**config.mk**
```make
export PLATFORM = sky130hd
export DESIGN_NAME = lsu_flat
export DESIGN_NICKNAME = d
export VERILOG_FILES = /design/src/rtl/lsu_if.sv /design/src/rtl/lsu.sv /design/src/flat_wrapper.sv
export SDC_FILE = /design/constraint.sdc
export NUM_CORES = 1
export LEC_CHECK = 0
export BUFFER_PORTS_ARGS = -buffer_cell sky130_fd_sc_hd__buf_2
export CORE_MARGIN = 2
export CORE_UTILIZATION = 40
export CTS_BUF_LIST = sky130_fd_sc_hd__clkbuf_16
export DETAILED_ROUTE_END_ITERATION = 8
export PLACE_DENSITY = 0.68
export SETUP_SLACK_MARGIN = 0.1
export SYNTH_ARGS = -nofsm -noshare
export SYNTH_HDL_FRONTEND = slang
export SYNTH_SLANG_ARGS = --single-unit
```
**constraint.sdc**
```tcl
create_clock -name clk -period 2.7 [get_ports clk]
set_input_delay 0 -clock clk [delete_from_list [all_inputs] [get_ports clk]]
set_output_delay 0 -clock clk [all_outputs]
set_load 0.005 [all_outputs]
```
**src/rtl/lsu_if.sv**
```systemverilog
// -----------------------------------------------------------------------------
// lsu_if : data-bus bundle between the load/store unit and the memory side.
//
// Signals
//   bus_req     master -> slave  request, held until granted
//   bus_we      master -> slave  write enable
//   bus_addr    master -> slave  word address (low two bits always zero)
//   bus_wmask   master -> slave  byte-lane write strobes
//   bus_wdata   master -> slave  lane-shifted store data
//   bus_gnt     slave  -> master request accepted this cycle
//   bus_rvalid  slave  -> master read data valid
//   bus_rdata   slave  -> master read data word
//
// Modports: master (the LSU) and slave (memory / interconnect).
// -----------------------------------------------------------------------------
interface lsu_if #(
    parameter int ADDR_W = 32
);
    logic              bus_req;
    logic              bus_we;
    logic [ADDR_W-1:0] bus_addr;
    logic [3:0]        bus_wmask;
    logic [31:0]       bus_wdata;
    logic              bus_gnt;
    logic              bus_rvalid;
    logic [31:0]       bus_rdata;

    modport master (
        output bus_req, bus_we, bus_addr, bus_wmask, bus_wdata,
        input  bus_gnt, bus_rvalid, bus_rdata
    );

    modport slave (
        input  bus_req, bus_we, bus_addr, bus_wmask, bus_wdata,
        output bus_gnt, bus_rvalid, bus_rdata
    );
endinterface

```
**src/rtl/lsu.sv**
```systemverilog
// -----------------------------------------------------------------------------
// lsu : execute-stage load/store unit, one outstanding data-bus access.
//
// Ports
//   clk, rst_n      clock, asynchronous active-low reset
//   req_valid/ready request handshake from execute (ready only while idle)
//   req_we          1 = store, 0 = load
//   req_funct3      RV32I width/sign code (B, H, W, BU, HU)
//   req_addr        effective address from the ALU
//   req_wdata       store data (rs2), LSB-justified
//   req_rd          destination register, echoed on the response
//   bus             lsu_if master: req/gnt/rvalid data bus
//   rsp_valid       one-cycle completion pulse
//   rsp_rd          echoed destination register
//   rsp_rdata       extended load data, zero for stores and faults
//   rsp_fault       00 ok, 01 misaligned, 10 illegal funct3
// -----------------------------------------------------------------------------
module lsu #(
    parameter int ADDR_W = 32
) (
    input  logic              clk,
    input  logic              rst_n,
    input  logic              req_valid,
    output logic              req_ready,
    input  logic              req_we,
    input  logic [2:0]        req_funct3,
    input  logic [ADDR_W-1:0] req_addr,
    input  logic [31:0]       req_wdata,
    input  logic [4:0]        req_rd,
    lsu_if.master             bus,
    output logic              rsp_valid,
    output logic [4:0]        rsp_rd,
    output logic [31:0]       rsp_rdata,
    output logic [1:0]        rsp_fault
);

    typedef enum logic [1:0] {IDLE, BUS, WAITR, RESP} state_t;

    state_t            state_q, state_d;
    logic              we_q, we_d;
    logic [2:0]        funct3_q, funct3_d;
    logic [1:0]        off_q, off_d;
    logic [4:0]        rd_q, rd_d;
    logic [1:0]        fault_q, fault_d;
    logic [31:0]       rdata_q, rdata_d;
    logic              bus_req_q, bus_req_d;
    logic              bus_we_q, bus_we_d;
    logic [ADDR_W-1:0] bus_addr_q, bus_addr_d;
    logic [3:0]        bus_wmask_q, bus_wmask_d;
    logic [31:0]       bus_wdata_q, bus_wdata_d;

    logic        illegal, misaligned;
    logic [3:0]  storeMask;
    logic [31:0] storeData;
    logic [7:0]  loadByte;
    logic [15:0] loadHalf;
    logic [31:0] loadData;

    // Request decode: legality, alignment and store lane placement are all
    // derived from the raw request so they can be registered on the accept edge.
    always_comb begin
        illegal    = req_we ? (req_funct3[2] || (req_funct3[1:0] == 2'b11))
                            : ((req_funct3 == 3'b011) || (req_funct3[2:1] == 2'b11));
        misaligned = ((req_funct3[1:0] == 2'b01) && req_addr[0]) ||
                     ((req_funct3[1:0] == 2'b10) && (req_addr[1:0] != 2'b00));
        storeMask  = 4'b1111;
        storeData  = req_wdata;
        case (req_funct3[1:0])
            2'b00: begin
                storeMask = 4'b0001 << req_addr[1:0];
                storeData = {4{req_wdata[7:0]}};
            end
            2'b01: begin
                storeMask = 4'b0011 << req_addr[1:0];
                storeData = {2{req_wdata[15:0]}};
            end
            default: ;
        endcase
    end

    // Load extraction uses the latched byte offset and width; the upper funct3
    // bit selects zero- versus sign-extension.
    always_comb begin
        loadByte = bus.bus_rdata[{off_q, 3'b000} +: 8];
        loadHalf = off_q[1] ? bus.bus_rdata[31:16] : bus.bus_rdata[15:0];
        case (funct3_q)
            3'b000:  loadData = {{24{loadByte[7]}}, loadByte};
            3'b001:  loadData = {{16{loadHalf[15]}}, loadHalf};
            3'b100:  loadData = {24'd0, loadByte};
            3'b101:  loadData = {16'd0, loadHalf};
            default: loadData = bus.bus_rdata;
        endcase
    end

    // Next-state logic. Faulting requests skip the bus entirely and go straight
    // to the response; rvalid is only honoured while waiting for read data.
    always_comb begin
        state_d     = state_q;
        we_d        = we_q;
        funct3_d    = funct3_q;
        off_d       = off_q;
        rd_d        = rd_q;
        fault_d     = fault_q;
        rdata_d     = rdata_q;
        bus_req_d   = bus_req_q;
        bus_we_d    = bus_we_q;
        bus_addr_d  = bus_addr_q;
        bus_wmask_d = bus_wmask_q;
        bus_wdata_d = bus_wdata_q;
        case (state_q)
            IDLE: begin
                if (req_valid) begin
                    we_d     = req_we;
                    funct3_d = req_funct3;
                    off_d    = req_addr[1:0];
                    rd_d     = req_rd;
                    rdata_d  = 32'd0;
                    fault_d  = 2'b00;
                    if (illegal) begin
                        fault_d = 2'b10;
                        state_d = RESP;
                    end else if (misaligned) begin
                        fault_d = 2'b01;
                        state_d = RESP;
                    end else begin
                        bus_req_d   = 1'b1;
                        bus_we_d    = req_we;
                        bus_addr_d  = {req_addr[ADDR_W-1:2], 2'b00};
                        bus_wmask_d = req_we ? storeMask : 4'b0000;
                        bus_wdata_d = req_we ? storeData : 32'd0;
                        state_d     = BUS;
                    end
                end
            end
            BUS: begin
                if (bus.bus_gnt) begin
                    bus_req_d = 1'b0;
                    state_d   = we_q ? RESP : WAITR;
                end
            end
            WAITR: begin
                if (bus.bus_rvalid) begin
                    rdata_d = loadData;
                    state_d = RESP;
                end
            end
            RESP: begin
                state_d = IDLE;
            end
            default: state_d = IDLE;
        endcase
    end

    // State and datapath registers; reset abandons any in-flight access.
    always_ff @(posedge clk or negedge rst_n) begin
        if (!rst_n) begin
            state_q     <= IDLE;
            we_q        <= 1'b0;
            funct3_q    <= 3'b000;
            off_q       <= 2'b00;
            rd_q        <= 5'd0;
            fault_q     <= 2'b00;
            rdata_q     <= 32'd0;
            bus_req_q   <= 1'b0;
            bus_we_q    <= 1'b0;
            bus_addr_q  <= '0;
            bus_wmask_q <= 4'b0000;
            bus_wdata_q <= 32'd0;
        end else begin
            state_q     <= state_d;
            we_q        <= we_d;
            funct3_q    <= funct3_d;
            off_q       <= off_d;
            rd_q        <= rd_d;
            fault_q     <= fault_d;
            rdata_q     <= rdata_d;
            bus_req_q   <= bus_req_d;
            bus_we_q    <= bus_we_d;
            bus_addr_q  <= bus_addr_d;
            bus_wmask_q <= bus_wmask_d;
            bus_wdata_q <= bus_wdata_d;
        end
    end

    assign req_ready     = (state_q == IDLE);
    assign rsp_valid     = (state_q == RESP);
    assign rsp_rd        = rd_q;
    assign rsp_rdata     = rdata_q;
    assign rsp_fault     = fault_q;
    assign bus.bus_req   = bus_req_q;
    assign bus.bus_we    = bus_we_q;
    assign bus.bus_addr  = bus_addr_q;
    assign bus.bus_wmask = bus_wmask_q;
    assign bus.bus_wdata = bus_wdata_q;

endmodule

```
**src/flat_wrapper.sv**
```systemverilog
// flat-port wrapper written by rule: the top's interface ports become plain ports
module lsu_flat 
#(
    parameter int ADDR_W = 32
)
  (clk, rst_n, req_valid, req_ready, req_we, req_funct3, req_addr, req_wdata, req_rd, rsp_valid, rsp_rd, rsp_rdata, rsp_fault, bus_bus_req, bus_bus_we, bus_bus_addr, bus_bus_wmask, bus_bus_wdata, bus_bus_gnt, bus_bus_rvalid, bus_bus_rdata);
  lsu_if #(.ADDR_W(ADDR_W)) bus_i ();
  input  logic clk;
  input  logic rst_n;
  input  logic req_valid;
  output logic req_ready;
  input  logic req_we;
  input  logic [2:0] req_funct3;
  input  logic [ADDR_W-1:0] req_addr;
  input  logic [31:0] req_wdata;
  input  logic [4:0] req_rd;
  output logic rsp_valid;
  output logic [4:0] rsp_rd;
  output logic [31:0] rsp_rdata;
  output logic [1:0] rsp_fault;
  output wire logic [$bits(bus_i.bus_req)-1:0] bus_bus_req;
  output wire logic [$bits(bus_i.bus_we)-1:0] bus_bus_we;
  output wire logic [$bits(bus_i.bus_addr)-1:0] bus_bus_addr;
  output wire logic [$bits(bus_i.bus_wmask)-1:0] bus_bus_wmask;
  output wire logic [$bits(bus_i.bus_wdata)-1:0] bus_bus_wdata;
  input wire logic [$bits(bus_i.bus_gnt)-1:0] bus_bus_gnt;
  input wire logic [$bits(bus_i.bus_rvalid)-1:0] bus_bus_rvalid;
  input wire logic [$bits(bus_i.bus_rdata)-1:0] bus_bus_rdata;
  assign bus_bus_req = bus_i.bus_req;
  assign bus_bus_we = bus_i.bus_we;
  assign bus_bus_addr = bus_i.bus_addr;
  assign bus_bus_wmask = bus_i.bus_wmask;
  assign bus_bus_wdata = bus_i.bus_wdata;
  assign bus_i.bus_gnt = bus_bus_gnt;
  assign bus_i.bus_rvalid = bus_bus_rvalid;
  assign bus_i.bus_rdata = bus_bus_rdata;
  lsu #(.ADDR_W(ADDR_W)) u_core (.clk(clk), .rst_n(rst_n), .req_valid(req_valid), .req_ready(req_ready), .req_we(req_we), .req_funct3(req_funct3), .req_addr(req_addr), .req_wdata(req_wdata), .req_rd(req_rd), .bus(bus_i), .rsp_valid(rsp_valid), .rsp_rd(rsp_rd), .rsp_rdata(rsp_rdata), .rsp_fault(rsp_fault));
endmodule
```
==> impl_metrics.csv <==
group,metric,value,unit
floorplanning,io_pins,221,
global_route,grt_usage,0.227,
yosys,syn_inst,525,
timing,clock_skew,0.00830,ns
yosys,yosysSeqAreaShare,0.531,
cts,max-clock-path-buffers,2,
timing,fin_setup_tns,0,ns
critical_path,reg2reg_depth,5,
cts,cts_tree,"built",
timing,setup_slack,0.299,ns
floorplanning,fp.dieW,120,um
detailed_routing,num_vias,4983,
cells_and_area,area_delta_synth_final,51.0,%
detailed_routing,drt_iter0_markers,246,
floorplanning,rows,42,
detailed_routing,firstDrtPassIters,4,
global_route,grt_pass1_vias,5104,
global_route,grt_pass1_wl,25.8,mm
yosys,synthDistinctLibCells,39,
cts,cts_buffers,17,
critical_path,cp_max_fo,16,
critical_path,r2r_end,"u_core.rsp_rdata[0]",
detailed_routing,ant_nets,0,
outcome,outcome,"finished, final reports clean",
critical_path,startpoint_type,"flop",
cts,cts_root_buffer,"clkbuf_16",
cts,ctsHtreeMaxLevel,4,
pwr,p_sw_frac,0.322,
min_path,min_path_type,"in -> reg",
cells_and_area,drive_above_1_share,0.397,
yosys,yosys.area.top_type_share,0.531,
yosys,ys_ff_latch,115,
critical_path,worst_setup_path_end_kind,"flop",
critical_path,crit_type,"reg -> reg",
job,maxCapViolCount,0,
yosys,yosysWarnings,0,
pwr,p_leak,0.00417,uW
cts,clk_latency,0.41,ns
timing,period_share,0.889,
placed_design,pre_cts_ws,0.694,ns
pwr,p_switching,2520,uW
global_route,overflow,0,
global_route,grt_max_degree,75,
placed_design,dp_hpwl,11.3,mm
timing,relSlewSlack,0.356,
yosys,synth_edf_count,0,
floorplanning,core-area,0.0132,mm2
timing,finalHoldViolations,0,
pwr,p_comb_frac,0.337,
floorplanning,die-area,0.0145,mm2
cts,cts_sinks,115,
detailed_routing,avgRoutedWirePerCell,16.1,um
critical_path,r2r_start,"u_core.funct3_q[1]",
floorplanning,die_y,120,um
critical_path,arrival,2.74,ns
min_path,hold_depth,4,
pwr,internal_power,5320,uW
yosys,yosysTopAreaCell,"dfrtp_1",
floorplanning,initial_utilization,0.409,
cells_and_area,nFillCells,1091,
placed_design,portBuffers,218,
global_route,antenna_found_initial,0,
pwr,vdd_drop_max,0.000685,V
detailed_routing,wl,16.3,mm
timing,slew_viol_final,0,
cells_and_area,num-nets-final,940,
cts,cts_setup_buffers,0,
pwr,powerDensity,960,mW/mm2
timing,fmax,0.416,GHz
critical_path,cp-endpoint,"u_core.rsp_rdata[0]",
yosys,synth.avg_cell_area,10.3,um2
detailed_routing,drc,0,
detailed_routing,routed_via_density,4.92,
yosys,synth_top_flop_cell,"dfrtp_1",
yosys,async_reset_ff_frac,1.00,
critical_path,r2r_setup_slack,0.30,ns
critical_path,crit_required,3.04,ns
timing,setup_viol_count_final,0,
yosys,syn_area,0.00542,mm2
timing,fin_crit,2.40,ns
pwr,seqPwrFrac,0.361,
timing,tightest_slew,0.966,ns
yosys,synth.area.top_cells,"dfrtp_1 53%, mux2_2 13%, nand2_1 7.8%",
critical_path,crit_path_start,"u_core.funct3_q[1]",
pwr,power_frac_clock,0.302,
placed_design,gp_congestion,0.874,
timing,rsz0062_at_grt,"no",
cts,clk_pin_slew,0.05,ns
[worst min path at each step]
stage,startpoint,to,slack (ns)
floorplan,rst_n,u_core.bus.bus_addr[10],-0.30
global route,bus_bus_rdata[13],u_core.rsp_rdata[13],0.02
detailed placement,rst_n,u_core.bus.bus_addr[15],0.20
global placement,rst_n,u_core.bus.bus_addr[20],0.20
CTS,req_wdata[10],u_core.bus.bus_wdata[10],0.003
finish,req_wdata[14],u_core.bus.bus_wdata[14],0.02
[cell families (layout without fill, tap and decap cells)]
logic type / after synthesis / count (layout) / synth area share
flops: 115 / 115 / 0.531
simple gates: 162 / 162 / 0.119
buf+inv: 50 / 360 / 0.0439
mux: 75 / 75 / 0.156
fa+ha+maj: 5 / 5 / 0.0116
other cells: 1 / 3 / 0.000692
compound gates: 117 / 117 / 0.137
[power by group through the flow]
stage / Sequential [uW] / Clock (uW) / Combinational [uW]
floorplan: 2810 / 0 / 1400
global placement: 2800 / 0 / 2410
detailed placement: 2840 / 0 / 2490
CTS: 2820 / 2420 / 2640
global route: 2920 / 2510 / 2930
finish: 2830 / 2370 / 2640
[cells in the mapped netlist (2+ instances only)]
library cell	instances
o21ai_0	68
mux2i_1	10
a221oi_1	8
nor2_1	33
buf_2	6
nor3_1	3
and3_1	2
buf_6	4
clkbuf_1	22
a21oi_1	3
inv_1	14
buf_4	3
o21ai_2	9
nor3b_1	2
mux2_1	2
nand3_1	3
o221ai_1	8
nand2_1	112
ha_1	5
dfrtp_1	115
a21o_1	10
nand2b_1	4
o211ai_1	2
mux2_2	62
[metrics by stage]
step	utilization	std cells	area, um2	power [uW]	hold slack [ns]
floorplan	-	526	5420	4200	-0.296
global placement	0.503	893	6670	5210	0.203
detailed placement	0.503	893	6670	5330	0.203
CTS	0.617	1011	8170	7890	0.00296
global route	0.617	1012	8170	8360	0.0222
finish	0.617	1013	8180	7850	0.0189
[metal layers]
layer,track usage,wire length [um],vias up
met5,0,0,-
met4,0.0749,226,0
met3,0.0708,1200,15
met2,0.376,7970,190
met1,0.284,6880,2378
li1,-,-,2400
[final cells by class]
class / count / area, um2 / share of cell area
antenna: 1 / 2.50 / 0.000306
clock buffer: 17 / 425 / 0.0520
clock inverter: 13 / 194 / 0.0237
inverter: 14 / 56.3 / 0.00689
multi-input combinational: 361 / 2320 / 0.283
sequential: 115 / 2880 / 0.352
tap: 176 / 220 / 0.0269
timing repair buffer: 315 / 2080 / 0.254
timing repair inverter: 1 / 5.00 / 0.000612
[placed cells by master (no fill, tap or decap), drive strengths merged, types with 2 or more instances in the layout]
cell / n
a21oi: 4
nor2: 33
o21ai: 79
a221oi: 8
inv: 15
dfrtp: 115
ha: 5
bufinv: 5
nor3b: 2
nand2: 112
nand2b: 4
clkbuf: 17
buf: 227
o211ai: 2
a21o: 10
nor3: 3
mux2: 64
and3: 2
dlygate4sd3: 88
o221ai: 8
clkinv: 3
conb: 2
mux2i: 10
nand3: 3
clkinvlp: 5
[timing repair]
action                                  4_1_cts  5_1_grt
hold buffers                                 88        0
endpoints found under the setup margin        0        4
resized for setup                             0        1
endpoints found under the hold margin       156        0
[flip-flops by register name, summed over array words and instances, names as in the netlist]
register and count:
u_core.bus.bus_wdata 32, u_core.rsp_rdata 32, u_core.bus.bus_addr 30, u_core.rsp_rd 5, u_core.bus.bus_wmask 4, u_core.funct3_q 3
u_core.off_q 2, u_core.rsp_fault 2, u_core.state_q 2, u_core.bus.bus_req 1, u_core.bus.bus_we 1, u_core.we_q 1
[critical path: stages, from the launching register on]
cell,delay [ns]
dfrtp_1,0.71
clkinvlp_4,0.41
nand3_1,0.29
o221ai_1,0.17
o21ai_0,0.18
dlygate4sd3_1,0.56
Note: power is estimated with default switching activity, not from simulation.
